[config.mk]
export PLATFORM = sky130hd
export DESIGN_NAME = noise_trigger_arbiter
export DESIGN_NICKNAME = d
export VERILOG_FILES = /design/src/rtl/noise_ctrl_pkg.sv /design/src/rtl/trig_edge_latch.sv /design/src/rtl/noise_trigger_arbiter.sv
export SDC_FILE = /design/constraint.sdc
export NUM_CORES = 1
export LEC_CHECK = 0
export BUFFER_PORTS_ARGS = -buffer_cell sky130_fd_sc_hd__buf_2
export CORE_ASPECT_RATIO = 0.9
export CORE_MARGIN = 3
export CORE_UTILIZATION = 45
export CTS_CLUSTER_SIZE = 14
export DETAILED_ROUTE_END_ITERATION = 16
export GPL_TIMING_DRIVEN = 0
export PLACE_DENSITY_LB_ADDON = 0.12
export SLEW_MARGIN = 10
export SYNTH_ARGS = -nofsm -noshare
export SYNTH_HDL_FRONTEND = slang
export SYNTH_SLANG_ARGS = --single-unit
export TNS_END_PERCENT = 20
[constraint.sdc]
create_clock -name clk -period 2.7 [get_ports clk]
set_clock_uncertainty 0.1 [all_clocks]
set_input_delay 0.54 -clock clk [delete_from_list [all_inputs] [get_ports clk]]
set_output_delay 0.54 -clock clk [all_outputs]
set_load 0.02 [all_outputs]
[src/rtl/noise_ctrl_pkg.sv]
// Shared state encoding, sound-latch bit positions and source codes for the
// noise channel arbiter.
package noise_ctrl_pkg;

  typedef enum logic [2:0] {
    IDLE,
    X_TRIG,
    X_HOLD,
    S_TRIG,
    S_HOLD
  } state_t;

  localparam int BIT_EXPL_TRIG  = 0;
  localparam int BIT_EXPL_LOUD  = 1;
  localparam int BIT_SHELL_TRIG = 2;
  localparam int BIT_SHELL_LOUD = 3;
  localparam int BIT_SND_EN     = 5;

  localparam logic [1:0] SRC_NONE  = 2'd0;
  localparam logic [1:0] SRC_EXPL  = 2'd1;
  localparam logic [1:0] SRC_SHELL = 2'd2;

endpackage

[src/rtl/trig_edge_latch.sv]
// Rising-edge catcher for one trigger bit of the sound latch; holds a pending
// request and the loud bit written alongside it until the arbiter consumes it.
module trig_edge_latch (
  input  logic clk,
  input  logic reset,
  input  logic wr_en,
  input  logic trig_bit,
  input  logic loud_bit,
  input  logic enable,
  input  logic consume,
  output logic pend,
  output logic loud
);

  logic trig_q;
  logic rise;

  assign rise = wr_en & enable & trig_bit & ~trig_q;

  // A fresh rise outranks a consume in the same cycle so no request is lost.
  always_ff @(posedge clk) begin
    if (reset) begin
      trig_q <= 1'b0;
      pend   <= 1'b0;
      loud   <= 1'b0;
    end else begin
      if (wr_en) begin
        trig_q <= trig_bit;
      end
      if (rise) begin
        pend <= 1'b1;
        loud <= loud_bit;
      end else if (consume) begin
        pend <= 1'b0;
      end
    end
  end

endmodule

[src/rtl/noise_trigger_arbiter.sv]
// Shares the noise_sound channel between explosion and shell sources: explosion
// wins and preempts, shell retriggers itself, each owns the channel for a hold window.
module noise_trigger_arbiter
  import noise_ctrl_pkg::*;
#(
  parameter int TRIG_TICKS = 16,
  parameter int EXPL_HOLD  = 16384,
  parameter int SHELL_HOLD = 4096,
  parameter int CNT_W      = 16
) (
  input  logic       clk,
  input  logic       reset,
  input  logic       clk_3MHz_en,
  input  logic       wr_en,
  input  logic [7:0] wr_data,
  output logic       noise_en,
  output logic       loud_soft,
  output logic [1:0] active_src,
  output logic       busy
);

  localparam logic [CNT_W-1:0] TRIG_LOAD  = CNT_W'(TRIG_TICKS - 1);
  localparam logic [CNT_W-1:0] EXPL_LOAD  = CNT_W'(EXPL_HOLD - 1);
  localparam logic [CNT_W-1:0] SHELL_LOAD = CNT_W'(SHELL_HOLD - 1);

  state_t           state;
  logic [CNT_W-1:0] cnt;
  logic             snd_en_q;
  logic             force_idle;
  logic             pend_x;
  logic             pend_s;
  logic             loud_x;
  logic             loud_s;
  logic             consume_x;
  logic             consume_s;
  logic             wr_unused;

  assign wr_unused = ^{wr_data[7:6], wr_data[4]};

  // A write in flight decides the sound enable; otherwise the latched copy does.
  assign force_idle = wr_en ? ~wr_data[BIT_SND_EN] : ~snd_en_q;

  // Every tick with a pending shell consumes it, whether granted or masked.
  assign consume_x = force_idle | (clk_3MHz_en & pend_x);
  assign consume_s = force_idle | (clk_3MHz_en & pend_s);

  trig_edge_latch u_expl (
    .clk      (clk),
    .reset    (reset),
    .wr_en    (wr_en),
    .trig_bit (wr_data[BIT_EXPL_TRIG]),
    .loud_bit (wr_data[BIT_EXPL_LOUD]),
    .enable   (wr_data[BIT_SND_EN]),
    .consume  (consume_x),
    .pend     (pend_x),
    .loud     (loud_x)
  );

  trig_edge_latch u_shell (
    .clk      (clk),
    .reset    (reset),
    .wr_en    (wr_en),
    .trig_bit (wr_data[BIT_SHELL_TRIG]),
    .loud_bit (wr_data[BIT_SHELL_LOUD]),
    .enable   (wr_data[BIT_SND_EN]),
    .consume  (consume_s),
    .pend     (pend_s),
    .loud     (loud_s)
  );

  // Arbitration is evaluated ahead of the countdown so a new grant always restarts the window.
  always_ff @(posedge clk) begin
    if (reset) begin
      state      <= IDLE;
      cnt        <= '0;
      snd_en_q   <= 1'b0;
      noise_en   <= 1'b0;
      loud_soft  <= 1'b0;
      active_src <= SRC_NONE;
      busy       <= 1'b0;
    end else begin
      if (wr_en) begin
        snd_en_q <= wr_data[BIT_SND_EN];
      end
      if (force_idle) begin
        state      <= IDLE;
        cnt        <= '0;
        noise_en   <= 1'b0;
        active_src <= SRC_NONE;
        busy       <= 1'b0;
      end else if (clk_3MHz_en) begin
        if (pend_x) begin
          state      <= X_TRIG;
          cnt        <= TRIG_LOAD;
          noise_en   <= 1'b1;
          loud_soft  <= loud_x;
          active_src <= SRC_EXPL;
          busy       <= 1'b1;
        end else if (pend_s && state != X_TRIG && state != X_HOLD) begin
          state      <= S_TRIG;
          cnt        <= TRIG_LOAD;
          noise_en   <= 1'b1;
          loud_soft  <= loud_s;
          active_src <= SRC_SHELL;
          busy       <= 1'b1;
        end else begin
          case (state)
            X_TRIG: begin
              if (cnt == '0) begin
                state    <= X_HOLD;
                cnt      <= EXPL_LOAD;
                noise_en <= 1'b0;
              end else begin
                cnt <= cnt - 1'b1;
              end
            end
            S_TRIG: begin
              if (cnt == '0) begin
                state    <= S_HOLD;
                cnt      <= SHELL_LOAD;
                noise_en <= 1'b0;
              end else begin
                cnt <= cnt - 1'b1;
              end
            end
            X_HOLD, S_HOLD: begin
              if (cnt == '0) begin
                state      <= IDLE;
                active_src <= SRC_NONE;
                busy       <= 1'b0;
              end else begin
                cnt <= cnt - 1'b1;
              end
            end
            default: begin
              cnt <= '0;
            end
          endcase
        end
      end
    end
  end

endmodule

==> results of run 1 <==
## cell families after synthesis
kind of cell             Yosys count
multiplexers                       8
flip-flops                        31
AO/OA/AOI/OAI                     73
adder cells (fa/ha/maj)            1
AND/OR/NAND/NOR                   90
buffers and inverters             22
XOR/XNOR                           3
## cell type report
type	instances	area, um2	share of cell area
Buffer	16	78.8	0.0381
Clock buffer	6	72.6	0.0351
Clock inverter	2	60.1	0.0291
Inverter	6	22.5	0.0109
Multi-Input combinational cell	175	1100	0.532
Sequential cell	31	621	0.300
Tap cell	46	57.6	0.0278
Timing Repair Buffer	11	55.1	0.0266
## critical path, stage by stage, from the launching register on
cell and delay [ns]:
dfxtp_1 0.35, inv_1 0.09, ha_1 0.20, nor3b_2 0.41, nand3_4 0.18, or3_1 0.45
buf_2 0.22, o21ai_0 0.16, a21oi_1 0.08
## state kept, by name, indices dropped and copies added (netlist names)
| signal | flops |
|---|---|
| loud_soft | 1 |
| u_expl.pend | 1 |
| noise_en | 1 |
| u_shell.trig_q | 1 |
| snd_en_q | 1 |
| state | 3 |
| cnt | 16 |
| active_src | 2 |
| u_expl.loud | 1 |
| busy | 1 |
| u_shell.loud | 1 |
| u_expl.trig_q | 1 |
| u_shell.pend | 1 |
## per-stage QoR
stage                     instances   util  hold slack [ns]  setup slack (ns)
after floorplan                 228      -            0.351             0.669
after global placement          285  0.508            0.365             0.383
after detailed placement        285  0.508            0.367             0.353
after CTS                       293  0.543            0.382             0.372
after global routing            293  0.543            0.415             0.159
final                           293  0.543            0.379             0.330
## layer usage
metal / wire, um / up-vias / GRT usage
met4: 24 / 0 / 0.0461
met5: 0 / - / 0
met3: 171 / 4 / 0.0456
met2: 2090 / 30 / 0.325
met1: 2500 / 845 / 0.320
li1: - / 890 / -
## where the power goes
group	internal [mW]	switching, mW	total [mW]
logic	0.0478	0.0818	0.130
registers	0.465	0.00610	0.471
clock network	0.369	0.191	0.560
total	0.882	0.279	1.16
## how the worst min path moves through the flow
stage	start	to	slack [ns]	depth (start not counted)
detailed placement	loud_soft	loud_soft	0.37	2
global placement	u_expl.trig_q	u_expl.trig_q	0.36	2
CTS	loud_soft	loud_soft	0.38	2
global route	busy	busy	0.42	2
floorplan	u_expl.trig_q	u_expl.trig_q	0.35	2
finish	active_src[1]	active_src[1]	0.38	2
## cell usage in the layout, fill, tap and decap left out, types with 4 or more instances in the layout
master	n
clkbuf_8	5
clkbuf_1	7
nand2_1	22
a211oi_1	4
dfxtp_1	31
nor3_1	6
or3_1	8
buf_2	20
or2_2	4
mux2i_1	8
nand4_1	5
o21ai_0	14
nor2_1	16
a21oi_1	20
a31oi_1	7
inv_1	6
nand3_1	9
==> impl_metrics.tcl, run 1 <==
set metrics [dict create \
    grt_pass1_vias 1705 \
    peakVddDrop_uv 384 \
    h-tree-depth 2 \
    grt_usage 0.218 \
    final_area_mm2 0.00207 \
    port_buffers 11 \
    synth_compound_area_frac 0.266 \
    rsz0062_at_grt "false" \
    num_rows 21 \
    via_per_inst 6.04 \
    synth_cell_types 51 \
    synth.avg_cell_area_um2 7.99 \
    cts_setup_buffers 0 \
    drt_iter0_markers 134 \
    hold_buffers 0 \
    postSynth.asyncResetShare 0 \
    final_net_count 259 \
    die_x_um 73.1 \
    synth.ff_latch_count 31 \
    fmax_mhz 422 \
    start_util 0.478 \
    syn_inst 228 \
    finalPower_mw 1.16 \
    core_area_mm2 0.00381 \
    slew_violations 0 \
    min_period_ns 2.37 \
    r2r_slack_ns 0.33 \
    grt_max_degree 11 \
    power_density_mw_per_mm2 562 \
    finalSetupViolCount 0 \
    synthAdderAreaFrac 0.00687 \
    drt_wl_total_um 4780 \
    post-synth-top-area-fraction 0.341 \
    rr_endpoint "busy" \
    r2r.worst_path.cells 8 \
    r2r_start "cnt[0]" \
    critical_path_class "flip-flop to flip-flop" \
    ctsResizeCount 0 \
    clk_pin_slew_ns 0.07 \
    die_y_um 66.4 \
    antenna_found_initial 0 \
    synthXorXnorAreaFrac 0.0144 \
    synth_flop_cell "dfxtp_1" \
    yosysTopAreaCell "dfxtp_1" \
    hpwl_um 3380 \
    dieArea_mm2 0.00485 \
    cts-root-buf "clkbuf_8" \
    clkLatencyLatePin_ns 0.29 \
    cts_buffer_depth 2 \
    tns_ns 0 \
    critPathLaunch "cnt[0]" \
    yosys.area_share.simple 0.273 \
    cts_tree "done" \
    postPlaceCellArea_mm2 0.00193 \
    synth_area_mm2 0.00182 \
    crit_end "busy" \
    avgRoutedWirePerCell_um 16.3 \
    synthToLayoutAreaGrowth_pct 13.5 \
    synthTopCellsByCount "dfxtp_1 (31), nand2_1 (22), a21oi_1 (20)" \
    worstPathRequired_ns 2.75 \
    muxShareOfSynthArea 0.0440 \
    worstPathMaxFanout 10 \
    ys_warn_count 0 \
    grt-ovfl-total 0 \
    first_pass_iters 5 \
    ioPinCount 17 \
    dr_total_vias 1769 \
    synth_seq_area_share 0.341 \
    period_share 0.878 \
    nFillCells 345 \
    synth_top_family_by_area "simple AND/OR/NAND/NOR gates" \
    diodes 0 \
    critPathCaptureType "flip-flop" \
    crit_path_start_kind "flip-flop" \
    maxCapViolCount 0 \
    globalplace.congestion 0.871 \
    yosysMostFrequentCell "dfxtp_1" \
    synth_edf_count 0 \
    grt_pass1_wl_um 8150 \
    finalHoldViolations 0 \
    cp.arrival_ns 2.42 \
    max_slew.worst_pin.slew_ns 0.726 \
    cts.sinks 31 \
    slew_headroom 0.512 \
    netlist_top_cells_area "dfxtp_1 (34%), a21oi_1 (5.5%), nand2_1 (4.5%), mux2i_1 (4.4%), o21ai_0 (3.8%)" \
    numCtsBuffers 5 \
    ant_nets 0 \
    outcome "finished clean" \
    min_path_type "flip-flop to flip-flop" \
    drc 0 \
    leakage_nw 0.790 \
    drive_gt1_frac 0.162 \
    syn_nets 241 \
]
(Power assumes the default switching activity.)
==> run 2: changes to the inputs <==
MAX_ROUTING_LAYER = met4   (was unset)
clock period = 2.29 ns   (was 2.7 ns; I/O delays follow)
==> run 2 against run 1 <==
Critical path depth down 1. Flip-flop and latch count did not move. Sequential share of layout area down 0.71 points. Count of clock-buffer cells in the layout is the same. Non-clock buffer count up 1. Register-to-register slack lost 0.26 ns. Worst hold slack lost 0.074 ns. Via count rose by 0.96%. Die area is the same. Largest cell class unchanged.
==> impl_metrics.tcl, run 2 (synthesis gave the netlist of run 1 again) <==
set metrics [dict create \
    antenna_found_initial 0 \
    h-tree-depth 2 \
    worstPathMaxFanout 10 \
    ioPinCount 17 \
    start_util 0.478 \
    crit_path_cell_trace "inv_1 > ha_2 > nor3b_4 > nand3_4 > buf_6 > o41a_1 > a311oi_1" \
    min_period_ns 2.22 \
    peakVddDrop_uv 444 \
    met2_usage 0.330 \
    final_common_cell "dfxtp_1" \
    fmax_mhz 451 \
    final_net_count 260 \
    grt_pass1_wl_um 8150 \
    seq_power_share 0.404 \
    ant_nets 0 \
    drt_iter0_markers 120 \
    numCtsBuffers 5 \
    largest_reg_flops 16 \
    drt_wl_total_um 4890 \
    crit_path_top_delay_cell "o41a_1" \
    finalHoldViolations 0 \
    layout_setup_ws_ns 0.0716 \
    port_buffers 11 \
    num_rows 21 \
    cts.sinks 31 \
    rr_endpoint "cnt[10]" \
    core_area_mm2 0.00381 \
    min_path_type "input port to flip-flop" \
    pwr-share-clk 0.478 \
    p_sw_frac 0.240 \
    maxCapViolCount 0 \
    period_share 0.969 \
    grt-ovfl-total 0 \
    grt.met3_usage 0.0456 \
    slew_violations 0 \
    critical_path_class "flip-flop to flip-flop" \
    largest-register "cnt" \
    grt_use_met1 0.313 \
    max_slew.worst_pin.slew_ns 0.724 \
    r2r_start "cnt[0]" \
    clkLatencyLatePin_ns 0.28 \
    cts_tree "done" \
    drc 0 \
    postPlaceCellArea_mm2 0.00193 \
    grt_usage 0.223 \
    worst_path_dominant_cell_family "compound AO/OA/AOI/OAI gates" \
    r2r.worst_path.cells 7 \
    finalSetupViolCount 0 \
    crit_path_start_kind "flip-flop" \
    cts_buffer_depth 2 \
    hpwl_um 3380 \
    avgRoutedWirePerCell_um 16.6 \
    via_per_inst 6.07 \
    hold_start "wr_data[3]" \
    p_int_mw 1.04 \
    synthToLayoutAreaGrowth_pct 16.2 \
    r2r_slack_ns 0.07 \
    cts-root-buf "clkbuf_8" \
    clk_pin_slew_ns 0.07 \
    dieArea_mm2 0.00485 \
    diodes 0 \
    finalPower_mw 1.37 \
    globalRoute.busiestLayer "met2" \
    outcome "finished clean" \
    largestRegisters "cnt (16), state (3), active_src (2)" \
    power_density_mw_per_mm2 649 \
    slew_headroom 0.513 \
    final_util 0.556 \
    worstPathRequired_ns 2.38 \
    hold_depth 3 \
    holdWs_ns 0.305 \
    first_pass_iters 4 \
    crit_path_max_incr_delay_ns 0.40 \
    grt_max_degree 11 \
    leakage_nw 0.803 \
    grt_pass1_vias 1709 \
    p_switching_uw 329 \
    pwr-share-comb 0.118 \
    drive_gt1_frac 0.181 \
    final_area_mm2 0.00212 \
    die_x_um 73.1 \
    dr_total_vias 1786 \
    globalplace.congestion 0.885 \
    holdPathEnd "u_shell.loud" \
    crit_buf_inv 2 \
    die_y_um 66.4 \
    cp.arrival_ns 2.31 \
    post-place-ws_ns 0.00482 \
    critPathCaptureType "flip-flop" \
    final_cell_mix "dfxtp_1 (31), nand2_1 (22), a21oi_1 (20), buf_2 (18), nor2_1 (16)" \
]
-- run 2: cell count changes in the layout (fill, tap and decap cells not counted), sizes merged --
cell / before / now
buf: 21 / 22
-- run 2: power groups by stage --
stage / combinational [mW] / clock (mW) / sequential [mW]
floorplan: 0.111 / 0 / 0.566
global placement: 0.151 / 0 / 0.567
detailed placement: 0.151 / 0 / 0.567
CTS: 0.153 / 0.661 / 0.555
global route: 0.178 / 0.687 / 0.556
finish: 0.162 / 0.656 / 0.555
-- run 2: tightest hold or removal path, stage by stage --
cell	delay [ns]
buf_2	0.07
mux2i_1	0.05
nor2_1	0.07
-- run 2: how the worst max path moves through the flow --
stage | start | endpoint | slack [ns] | cells after the start
6_report | cnt[0] | cnt[10] | 0.07 | 7
5_1_grt | cnt[0] | busy | -0.02 | 8
4_1_cts | cnt[0] | busy | 0.04 | 8
3_5_place_dp | cnt[0] | busy | 0.005 | 8
3_3_place_gp | cnt[0] | busy | -0.02 | 8
2_1_floorplan | cnt[0] | busy | 0.26 | 8
-- run 2: repair_timing --
action                     4_1_cts  5_1_grt
pin swaps                        0        2
hold buffers                     0        0
setup buffers                    0        1
setup endpoints to repair        3       11
gates resized for setup          1        9
-- run 2: final cells by class --
type	instances	area (um2)
Buffer	16	83.8
Clock buffer	6	72.6
Clock inverter	2	60.1
Fill cell	338	1690
Inverter	6	22.5
Multi-Input combinational cell	175	1140
Sequential cell	31	621
Tap cell	46	57.6
Timing Repair Buffer	12	62.6
-- run 2: per-layer routing --
metal | routed length [um] | part of all wire
met1 | 2510 | 0.51
met2 | 2180 | 0.44
met3 | 187 | 0.038
met4 | 13 | 0.0027
met5 | 0 | 0
-- run 2: stage by stage --
stage / instances / setup TNS (ns)
final: 294 / 0
after global routing: 294 / -0.0269
after CTS: 293 / 0
after detailed placement: 285 / 0
after global placement: 285 / -0.0226
after floorplan: 228 / 0
